File: config.mk
export PLATFORM = sky130hd
export DESIGN_NAME = track_section_arbiter
export DESIGN_NICKNAME = d
export VERILOG_FILES = /design/src/rtl/track_section_arbiter.sv
export SDC_FILE = /design/constraint.sdc
export NUM_CORES = 1
export LEC_CHECK = 0
export ABC_AREA = 1
export ABC_CLOCK_PERIOD_IN_PS = 2600
export CAP_MARGIN = 20
export CORE_MARGIN = 5
export CORE_UTILIZATION = 45
export DETAILED_ROUTE_END_ITERATION = 6
export PLACE_DENSITY = 0.66
export SYNTH_ARGS = -nofsm -noshare
export SYNTH_HDL_FRONTEND = slang
export SYNTH_SLANG_ARGS = --single-unit
File: constraint.sdc
create_clock -name clk -period 2.6 [get_ports clk]
set_input_delay 0.39 -clock clk [delete_from_list [all_inputs] [get_ports clk]]
set_output_delay 0.39 -clock clk [all_outputs]
set_load 0.01 [all_outputs]
File: src/rtl/track_section_arbiter.sv
// Round-robin arbiter for a single-track section shared by trains A and B.
// Tracks occupancy from entry/exit sensors, enforces a clearance gap and latches faults.
module track_section_arbiter #(
  parameter int CLEAR_CYCLES   = 4,
  parameter int TIMEOUT_CYCLES = 1000,
  parameter int CNT_W          = 10
) (
  input  logic clk,
  input  logic rst,
  input  logic req_a,
  input  logic req_b,
  input  logic enter,
  input  logic exit,
  input  logic fault_clr,
  output logic green_a,
  output logic green_b,
  output logic occupied,
  output logic owner,
  output logic fault
);

  typedef enum logic [2:0] {
    IDLE,
    GRANT,
    OCCUPIED,
    CLEAR,
    FAULT
  } state_t;

  localparam logic [CNT_W-1:0] TIMEOUT_LAST = CNT_W'(TIMEOUT_CYCLES - 1);
  localparam logic [CNT_W-1:0] CLEAR_LAST   = CNT_W'(CLEAR_CYCLES - 1);

  state_t           state_q, state_d;
  logic [CNT_W-1:0] cnt_q, cnt_d;
  logic             owner_q, owner_d;
  logic             last_owner_q, last_owner_d;
  logic             green_a_q, green_a_d;
  logic             green_b_q, green_b_d;
  logic             occupied_q, occupied_d;
  logic             fault_q, fault_d;
  logic             owner_req;

  assign owner_req = owner_q ? req_b : req_a;

  always_ff @(posedge clk) begin
    if (rst) begin
      state_q      <= IDLE;
      cnt_q        <= '0;
      owner_q      <= 1'b0;
      last_owner_q <= 1'b1;
      green_a_q    <= 1'b0;
      green_b_q    <= 1'b0;
      occupied_q   <= 1'b0;
      fault_q      <= 1'b0;
    end else begin
      state_q      <= state_d;
      cnt_q        <= cnt_d;
      owner_q      <= owner_d;
      last_owner_q <= last_owner_d;
      green_a_q    <= green_a_d;
      green_b_q    <= green_b_d;
      occupied_q   <= occupied_d;
      fault_q      <= fault_d;
    end
  end

  // The counter runs from grant through occupancy so the timeout covers the whole pass.
  always_comb begin
    state_d      = state_q;
    cnt_d        = '0;
    owner_d      = owner_q;
    last_owner_d = last_owner_q;

    case (state_q)
      IDLE: begin
        if (enter || exit) begin
          state_d = FAULT;
        end else if (req_a || req_b) begin
          state_d = GRANT;
          owner_d = (req_a && req_b) ? ~last_owner_q : req_b;
        end
      end

      GRANT: begin
        cnt_d = cnt_q + 1'b1;
        if (exit) begin
          state_d = FAULT;
        end else if (enter) begin
          state_d = OCCUPIED;
        end else if (!owner_req) begin
          state_d = CLEAR;
          cnt_d   = '0;
        end else if (cnt_q == TIMEOUT_LAST) begin
          state_d = FAULT;
        end
      end

      OCCUPIED: begin
        cnt_d = cnt_q + 1'b1;
        if (enter) begin
          state_d = FAULT;
        end else if (exit) begin
          state_d = CLEAR;
          cnt_d   = '0;
        end else if (cnt_q == TIMEOUT_LAST) begin
          state_d = FAULT;
        end
      end

      CLEAR: begin
        cnt_d = cnt_q + 1'b1;
        if (enter || exit) begin
          state_d = FAULT;
        end else if (cnt_q == CLEAR_LAST) begin
          state_d      = IDLE;
          last_owner_d = owner_q;
        end
      end

      FAULT: begin
        if (fault_clr && !enter && !exit) begin
          state_d = IDLE;
        end
      end

      default: begin
        state_d = IDLE;
      end
    endcase

    green_a_d  = (state_d == GRANT) && !owner_d;
    green_b_d  = (state_d == GRANT) && owner_d;
    // A fault freezes occupancy at whatever it was when the fault was raised.
    occupied_d = (state_d == OCCUPIED) || ((state_d == FAULT) && occupied_q);
    fault_d    = (state_d == FAULT);
  end

  assign green_a  = green_a_q;
  assign green_b  = green_b_q;
  assign occupied = occupied_q;
  assign owner    = owner_q;
  assign fault    = fault_q;

  always_ff @(posedge clk) begin
    if (!rst) begin
      assert (!(green_a_q && green_b_q));
      assert (!((green_a_q || green_b_q) && occupied_q));
    end
  end

endmodule

==> metrics, run 1 <==
run status=complete, no violations; part of the power in combinational logic=12.6%; Final #Nets=182; total number of cells along the worst setup path=1; Setup Skew=0.00212 ns; most frequent cell after synthesis=sky130_fd_sc_hd__nand2_1; maximum buffer depth of the clock tree=2; # port buffers=11; clock share of power=28.6%; Worst setup startpoint=owner; Layout Utilization=55.5%; number of rows in the core area=17; pin count of the biggest net entering global routing=12; antenna violations before repair=0; GRT Resource Usage Total=15.1%; critical path startpoint category=flip-flop; highest ir drop seen on vdd=307 µV; pin slew with the least headroom to its limit=0.342 ns; Post-Synthesis Net Count=167; number of clock sinks seen by CTS=19; share of cells above drive strength 1=17.3%; crit share post-route=64.3%; post-CTS setup-driven buffer insertion count=0; most frequent cells after synthesis=37 x sky130_fd_sc_hd__nand2_1, 20 x sky130_fd_sc_hd__inv_1, 19 x sky130_fd_sc_hd__dfxtp_1, 19 x sky130_fd_sc_hd__nor2_1, 13 x sky130_fd_sc_hd__nand3_1; final slew viol count=0; IO Pins=12; leakage component of the power=0.000521 µW; number of unique standard cell types used by synthesis=26; share of Yosys cell area claimed by the top area cell type=35.5%; final estimated routing congestion in global placement=0.798; Initial DRT Pass Iterations=4; remaining routing DRC violations=0; footprint of the multi-input gates=589 µm²; CTS hold repair buffers=0; Post-Route Setup TNS=0 ns; Hold Path Class=flip-flop to flip-flop; biggest cell delay along the critical path=0.57 ns; area post-placement=0.00121 mm²; series of cell instances along the critical path=clkdlybuf4s50_1; CP top delay family=buffers and inverters; post-CTS sizing=0; worst rel slew slack=77.2%; filler instances=237; required time at the endpoint of the critical path=2.21 ns; clock period minus final worst setup slack=1.67 ns; Yosys top cell by area=sky130_fd_sc_hd__dfxtp_1; internal power of the cells=383 µW; synthesized instance count=159; total area of sequential cells=380 µm²; total congestion overflow after global routing=0; number of antenna diodes=0; hold_ws=0.459 ns; Pwr per Cell Area=419 mW/mm²; part of the total power dissipated in sequential elements=58.8%; start-to-end type of the worst setup path=flip-flop to output pin; most area-consuming cells after synthesis=sky130_fd_sc_hd__dfxtp_1 36%, sky130_fd_sc_hd__nand2_1 13%, sky130_fd_sc_hd__inv_1 7.0%; synthesized cell area=0.00107 mm²; Vias per Instance=4.85; Core ar.=0.00223 mm²; register area share after synthesis=35.5%; maximum fanout encountered on the critical timing path=5; Syn-to-layout area delta=15.8%; CP Buf/Inv Count=1; syn_area_per_cell=6.74 µm²; WL final=2230 µm; via count of the first global-routing pass=929; unrepaired setup endpoints after global routing=no; share of synthesized flip-flops with an asynchronous set or reset=0%; number of cells traversed by the worst register-to-register path=9; capturing element type of the critical path=output pin; R2R Path End=green_a; number of H-tree branching levels=1; clock insertion delay at the later pin of the skew report=0.29 ns; Post-synth top flop=sky130_fd_sc_hd__dfxtp_1; worst setup slack for register-to-register paths=1.07 ns; number of synthesized register bits=19; switching component of the power=136 µW; number of CTS-inserted buffers=3; EDFF count, synth=0; root buffer cell=sky130_fd_sc_hd__clkbuf_4; Detailed Route Iter0 Violations=20; count of final setup violators=0; clock tree from TritonCTS=yes; R2R Path Start=cnt_q[0]; die boundary width=58.8 µm; achievable frequency=598 MHz; hpwl dp=1850 µm; DIE HEIGHT=58.8 µm; routed length per placed instance=11.1 µm; slowest cell on the critical path=sky130_fd_sc_hd__clkdlybuf4s50_1; Non-Filler Cell Area, Final=0.00124 mm²; Clock Pin Slew Worst Setup and Hold Paths=0.11 ns; number of max-cap violations=0; data arrival time at the worst-slack endpoint=1.28 ns; Die ar.=0.00346 mm²; switching share of power=26.2%; Hold Fails Final Rpt=0; yosys synthesis warning count=0; routed vias=974; initial core utilization=48.0%; post-route ant nets=0; first-pass GRT wire length=4060 µm; endpoint of the most critical setup path=owner
-- per-stage QoR --
| step | instances | total power (µW) | worst slack [ns] |
|---|---|---|---|
| detailed placement | 197 | 377 | 0.720 |
| global route | 201 | 552 | 0.820 |
| floorplan | 159 | 350 | 1.28 |
| finish | 201 | 519 | 0.927 |
| global placement | 197 | 376 | 0.783 |
| CTS | 201 | 529 | 0.901 |
-- worst min-delay path by stage --
stage | startpoint | end | cells past startpoint
finish | cnt_q[0] | cnt_q[0] | 1
global route | cnt_q[0] | cnt_q[0] | 1
CTS | cnt_q[0] | cnt_q[0] | 1
detailed placement | cnt_q[0] | cnt_q[0] | 1
global placement | cnt_q[0] | cnt_q[0] | 1
floorplan | cnt_q[0] | cnt_q[0] | 1
-- state kept, by name (all words and copies together) (netlist names) --
signal	cells
cnt_q	10
fault	1
green_a	1
green_b	1
last_owner_q	1
occupied	1
owner	1
state_q	3
-- worst register-to-register path, cell delays in order, from the launching register on --
cell and delay, ns:
sky130_fd_sc_hd__dfxtp_1 0.37, sky130_fd_sc_hd__ha_1 0.21, sky130_fd_sc_hd__nand2_1 0.09, sky130_fd_sc_hd__inv_1 0.09, sky130_fd_sc_hd__nand3_1 0.15, sky130_fd_sc_hd__nand2_1 0.09
sky130_fd_sc_hd__nand2_1 0.09, sky130_fd_sc_hd__a21oi_2 0.18, sky130_fd_sc_hd__nand3_1 0.11, sky130_fd_sc_hd__nor2_2 0.08
-- cell type report --
| class | instances | share of cell area [%] |
|---|---|---|
| timing repair buffer | 11 | 8.88 |
| sequential | 19 | 30.7 |
| multi-input combinational | 113 | 47.5 |
| tap | 28 | 2.83 |
| inverter | 26 | 7.87 |
| clock buffer | 3 | 1.82 |
| clock inverter | 1 | 0.404 |
-- power by group through the flow --
stage | Sequential, µW | Combinational [µW] | Clock [µW]
3_3_place_gp | 312 | 64.0 | 0
4_1_cts | 305 | 65.4 | 159
6_report | 305 | 65.5 | 149
3_5_place_dp | 312 | 65.2 | 0
5_1_grt | 306 | 73.4 | 172
2_1_floorplan | 312 | 38.1 | 0
-- cell families (layout without fill, tap and decap cells) --
group / after synthesis / count (layout) / synth area share [%]
AND/OR/NAND/NOR: 95 / 95 / 43.8
flip-flops: 19 / 19 / 35.5
buffers and inverters: 27 / 41 / 9.46
adder cells (fa/ha/maj): 1 / 1 / 1.17
AO/OA/AOI/OAI: 15 / 15 / 8.41
XOR/XNOR: 2 / 2 / 1.64
-- routing by layer --
layer / global-route usage, % / share of wire (%) / up-vias / wire [µm]
met5: 0 / 0 / - / 0
li1: - / - / 526 / -
met2: 24.0 / 44 / 20 / 974
met1: 19.7 / 50 / 428 / 1120
met3: 5.04 / 5.8 / 0 / 128
met4: 3.24 / 0 / 0 / 0
-- layout by cell type (no fill, tap or decap), types with 2 or more instances in the layout --
cell,instances
sky130_fd_sc_hd__a21oi_1,6
sky130_fd_sc_hd__a21oi_2,2
sky130_fd_sc_hd__clkbuf_4,3
sky130_fd_sc_hd__clkdlybuf4s50_1,11
sky130_fd_sc_hd__dfxtp_1,19
sky130_fd_sc_hd__inv_1,20
sky130_fd_sc_hd__inv_2,6
sky130_fd_sc_hd__nand2_1,37
sky130_fd_sc_hd__nand2_2,2
sky130_fd_sc_hd__nand3_1,13
sky130_fd_sc_hd__nand4_1,2
sky130_fd_sc_hd__nor2_1,19
sky130_fd_sc_hd__nor2_2,8
sky130_fd_sc_hd__nor2_4,2
sky130_fd_sc_hd__nor3_1,4
sky130_fd_sc_hd__nor3_2,3
sky130_fd_sc_hd__o211ai_1,2
sky130_fd_sc_hd__o21ai_0,3
sky130_fd_sc_hd__xor2_1,2
No activity file was read; power rests on OpenSTA's default activity.
==> inputs of run 2 (changes only) <==
ABC_CLOCK_PERIOD_IN_PS = 1560   (was 2600)
clock period = 1.56 ns   (was 2.6 ns; I/O delays follow)
==> metrics, run 2 (same netlist as run 1, synthesis figures left out) <==
Layout Utilization=58.3%; filler instances=219; achievable frequency=683 MHz; Clock Pin Slew Worst Setup and Hold Paths=0.11 ns; CP top delay family=simple AND/OR/NAND/NOR gates; first-pass GRT wire length=3950 µm; routed vias=1,003; CP Buf/Inv Count=2; highest ir drop seen on vdd=784 µV; Final #Nets=187; crit share post-route=93.8%; Hold Path Class=flip-flop to flip-flop; run status=complete, no violations; most common cell after layout, fill and taps aside=sky130_fd_sc_hd__nand2_1; switching share of power=25.3%; worst min-delay path endpoint=cnt_q[0]; Non-Filler Cell Area, Final=0.00130 mm²; worst setup slack for register-to-register paths=0.1 ns; largest reg by FF count=cnt_q; switching component of the power=220 µW; Setup Skew=0.00456 ns; data arrival time at the worst-slack endpoint=1.65 ns; number of clock sinks seen by CTS=19; antenna violations before repair=0; Largest regs=cnt_q: 10 flops, state_q: 3 flops; maximum buffer depth of the clock tree=2; number of H-tree branching levels=1; Syn-to-layout area delta=21.5%; initial core utilization=48.0%; Core ar.=0.00223 mm²; Detailed Route Iter0 Violations=23; via count of the first global-routing pass=923; number of rows in the core area=17; # port buffers=11; maximum fanout encountered on the critical timing path=3; series of cell instances along the critical path=ha_2, nand2_1, nor3_2, inv_1, nor2_2, inv_2, nor2_1, xor2_1, nor2_1; total congestion overflow after global routing=0; number of CTS-inserted buffers=3; DIE HEIGHT=58.8 µm; clock period minus final worst setup slack=1.46 ns; Pwr per Cell Area=669 mW/mm²; remaining routing DRC violations=0; IO Pins=12; critical path startpoint category=flip-flop; area post-placement=0.00125 mm²; pin slew with the least headroom to its limit=0.344 ns; die boundary width=58.8 µm; part of the power in combinational logic=13.8%; biggest cell delay along the critical path=0.35 ns; part of the total power dissipated in sequential elements=58.4%; required time at the endpoint of the critical path=1.74 ns; count of final setup violators=0; number of antenna diodes=0; share of cells above drive strength 1=23.0%; most frequent cells in the layout=37 x sky130_fd_sc_hd__nand2_1, 19 x sky130_fd_sc_hd__inv_1, 18 x sky130_fd_sc_hd__nor2_1, 17 x sky130_fd_sc_hd__dfxtp_1, 12 x sky130_fd_sc_hd__nand3_1; number of cells on the worst hold path=1; Die ar.=0.00346 mm²; hpwl dp=1900 µm; clock insertion delay at the later pin of the skew report=0.28 ns; clock tree from TritonCTS=yes; leakage component of the power=0.000538 µW; number of cells traversed by the worst register-to-register path=9; capturing element type of the critical path=flip-flop; routed length per placed instance=11.2 µm; R2R Path Start=cnt_q[0]; R2R Path End=cnt_q[8]; final estimated routing congestion in global placement=0.856; clock share of power=27.8%; GRT Resource Usage Total=14.7%; internal power of the cells=651 µW; Initial DRT Pass Iterations=4; Vias per Instance=4.87; final slew viol count=0; worst hold start=cnt_q[0]; number of flip-flops in the largest register=10; Post-Route Setup TNS=0 ns; CTS hold repair buffers=0; root buffer cell=sky130_fd_sc_hd__clkbuf_4; final setup slack of the worst path=0.0964 ns; dpl ws=-0.0881 ns; Top cell by count, worst path=sky130_fd_sc_hd__nor2_1; slowest cell on the critical path=sky130_fd_sc_hd__dfxtp_2; total number of cells along the worst setup path=9; WL final=2300 µm; number of max-cap violations=0; post-route ant nets=0; post-CTS setup-driven buffer insertion count=0; pin count of the biggest net entering global routing=11; worst rel slew slack=77.0%; start-to-end type of the worst setup path=flip-flop to flip-flop; Hold Fails Final Rpt=0
## run 2: through the flow
| step | std cells | total power, µW | hold slack, ns |
|---|---|---|---|
| 2_1_floorplan | 159 | 583 | 0.418 |
| 3_3_place_gp | 202 | 637 | 0.441 |
| 3_5_place_dp | 202 | 639 | 0.443 |
| 4_1_cts | 206 | 877 | 0.461 |
| 5_1_grt | 206 | 922 | 0.446 |
| 6_report | 206 | 871 | 0.424 |
## run 2: timing repair
item,in CTS,in global routing
pin swaps,0,2
setup endpoints to repair,2,6
gates resized for setup,2,6
## run 2: final cells by class
type                    instances  area, µm²  area share (%)
clock buffers                   4       26.3            2.02
flip-flops and latches         19        383            29.4
inverters                      26       97.6            7.50
repair buffers                 16        148            11.3
well taps                      28       35.0            2.69
multi-input cells             113        612            47.0
## run 2: layer usage
metal	track usage, %	wire length (µm)	vias up
li1	-	-	539
met1	20.6	1180	444
met2	21.3	961	18
met3	5.70	143	2
met4	2.59	12	0
met5	0	0	-
## run 2: power by group through the flow
| stage | Sequential [µW] | Combinational (µW) | Clock [µW] |
|---|---|---|---|
| final | 509 | 120 | 242 |
| after global routing | 510 | 135 | 277 |
| after CTS | 508 | 120 | 248 |
| after detailed placement | 519 | 120 | 0 |
| after global placement | 520 | 118 | 0 |
| after floorplan | 520 | 63.5 | 0 |
## run 2: worst max-delay path by stage
stage	to	slack, ns	from
2_1_floorplan	cnt_q[8]	0.24	cnt_q[0]
3_3_place_gp	occupied	-0.08	exit
3_5_place_dp	cnt_q[9]	-0.09	enter
4_1_cts	owner	0.03	owner
5_1_grt	green_a	-0.0009	cnt_q[0]
6_report	cnt_q[8]	0.1	cnt_q[0]
==> inputs of run 3 (changes only) <==
CORE_UTILIZATION = 30   (was 45)
CTS_BUF_LIST = sky130_fd_sc_hd__clkbuf_4   (was default)
PLACE_DENSITY = default   (was 0.66)
==> metrics, run 3 (same netlist as run 1, synthesis figures left out) <==
run status=complete, no violations; Post-Route Setup TNS=0 ns; # port buffers=11; largest reg by FF count=cnt_q; CP top delay family=buffers and inverters; Initial DRT Pass Iterations=4; number of cells traversed by the worst register-to-register path=9; final setup slack of the worst path=0.0732 ns; WL final=2260 µm; critical path startpoint category=flip-flop; series of cell instances along the critical path=clkdlybuf4s50_1; highest metal layer with signal wires=met4; Largest regs=cnt_q: 10 flops, state_q: 3 flops; number of max-cap violations=0; hold_ws=0.457 ns; initial core utilization=31.6%; biggest cell delay along the critical path=0.56 ns; leakage component of the power=0.000540 µW; pin count of the biggest net entering global routing=11; CTS hold repair buffers=0; first-pass GRT wire length=3930 µm; met3 wirelength from detailed routing=68 µm; Final #Nets=186; endpoint of the most critical setup path=owner; final slew viol count=0; root buffer cell=sky130_fd_sc_hd__clkbuf_4; GRT Resource Usage Total=9.58%; required time at the endpoint of the critical path=1.33 ns; maximum buffer depth of the clock tree=2; routed vias=992; number of CTS-inserted buffers=3; most common cell after layout, fill and taps aside=sky130_fd_sc_hd__nand2_1; start-to-end type of the worst setup path=flip-flop to output pin; Pwr per Cell Area=671 mW/mm²; pin slew with the least headroom to its limit=0.326 ns; non-filler cells, final=223; Setup Skew=0.0125 ns; Clock Pin Slew Worst Setup and Hold Paths=0.11 ns; achievable frequency=673 MHz; R2R Path End=state_q[1]; data arrival time at the worst-slack endpoint=1.25 ns; number of H-tree branching levels=1; routed length per placed instance=10.1 µm; maximum fanout encountered on the critical timing path=5; Worst setup startpoint=owner; Vias per Instance=4.45; Met2 Wirelength=957 µm; filler instances=352; capturing element type of the critical path=output pin; IO Pins=12; number of rows in the core area=21; Cell Count Post-Placement=218; total area of sequential cells=383 µm²; clock insertion delay at the later pin of the skew report=0.29 ns; Detailed Route Iter0 Violations=49; clock tree from TritonCTS=yes; Syn-to-layout area delta=23.0%; DIE HEIGHT=69.8 µm; total congestion overflow after global routing=0; Non-Filler Cell Area, Final=0.00132 mm²; footprint of the multi-input gates=609 µm²; antenna violations before repair=0; number of antenna diodes=0; die boundary width=69.8 µm; dpl ws=-0.152 ns; via count of the first global-routing pass=920; remaining routing DRC violations=0; met1 routed wirelength after detailed routing=1190 µm; Core ar.=0.00339 mm²; CP Buf/Inv Count=1; worst setup slack for register-to-register paths=0.12 ns; crit share post-route=95.3%; hpwl dp=1750 µm; Hold Fails Final Rpt=0; share of cells above drive strength 1=22.0%; most frequent cells in the layout=37 x sky130_fd_sc_hd__nand2_1, 20 x sky130_fd_sc_hd__inv_1, 18 x sky130_fd_sc_hd__nor2_1, 17 x sky130_fd_sc_hd__dfxtp_1, 12 x sky130_fd_sc_hd__nand3_1; Hold Path Class=flip-flop to flip-flop; number of flip-flops in the largest register=10; R2R Path Start=cnt_q[0]; area post-placement=0.00126 mm²; Die ar.=0.00487 mm²; clock period minus final worst setup slack=1.49 ns; highest ir drop seen on vdd=471 µV; final estimated routing congestion in global placement=0.899; post-route ant nets=0; number of clock sinks seen by CTS=19; slowest cell on the critical path=sky130_fd_sc_hd__clkdlybuf4s50_1; total number of cells along the worst setup path=1; count of final setup violators=0; worst rel slew slack=78.3%
==> run 3: worst reg2reg max path: stages (launching register included) <==
cell                      delay, ns
sky130_fd_sc_hd__dfxtp_2       0.38
sky130_fd_sc_hd__ha_4          0.15
sky130_fd_sc_hd__nand2_1       0.08
sky130_fd_sc_hd__inv_1         0.11
sky130_fd_sc_hd__nand3_2       0.12
sky130_fd_sc_hd__nand2_1       0.07
sky130_fd_sc_hd__nand2_1       0.08
sky130_fd_sc_hd__a21oi_2       0.19
sky130_fd_sc_hd__buf_4         0.13
sky130_fd_sc_hd__nor2_1        0.03
==> run 3: report_power, final <==
group | switching (µW) | internal, µW | leakage (µW)
logic | 62.0 | 53.2 | 0.000367
registers | 13.1 | 495 | 0.000155
clock network | 143 | 117 | 0.0000184
total | 218 | 665 | 0.000540
==> run 3: what timing repair did <==
item                       4_1_cts  5_1_grt
setup endpoints to repair        0        4
gates resized for setup          0        6
setup buffers                    0        1
==> run 3: layout make-up <==
class / count / area share [%]
inverters: 26 / 7.41
repair buffers: 15 / 10.6
well taps: 46 / 4.37
flip-flops and latches: 19 / 29.1
clock buffers: 4 / 2.28
multi-input cells: 113 / 46.2
==> run 3: worst min path at each step <==
stage,startpoint,endpoint,slack (ns),cells after the start
after global placement,cnt_q[0],cnt_q[0],0.43,1
after CTS,cnt_q[0],cnt_q[0],0.46,1
final,cnt_q[0],cnt_q[0],0.46,1
after global routing,cnt_q[0],cnt_q[0],0.47,1
after detailed placement,cnt_q[0],cnt_q[0],0.44,1
after floorplan,cnt_q[0],cnt_q[0],0.42,1
==> run 3: metal layers <==
metal	up-vias	global-route usage, %
met5	-	0
li1	534	-
met2	16	14.4
met1	438	13.6
met3	4	1.01
met4	0	4.47
==> run 3: metrics by stage <==
| stage | total power, µW | utilization (%) |
|---|---|---|
| final | 883 | 38.9 |
| after CTS | 895 | 38.0 |
| after floorplan | 583 | - |
| after global routing | 928 | 38.9 |
| after global placement | 634 | 37.1 |
| after detailed placement | 633 | 37.1 |
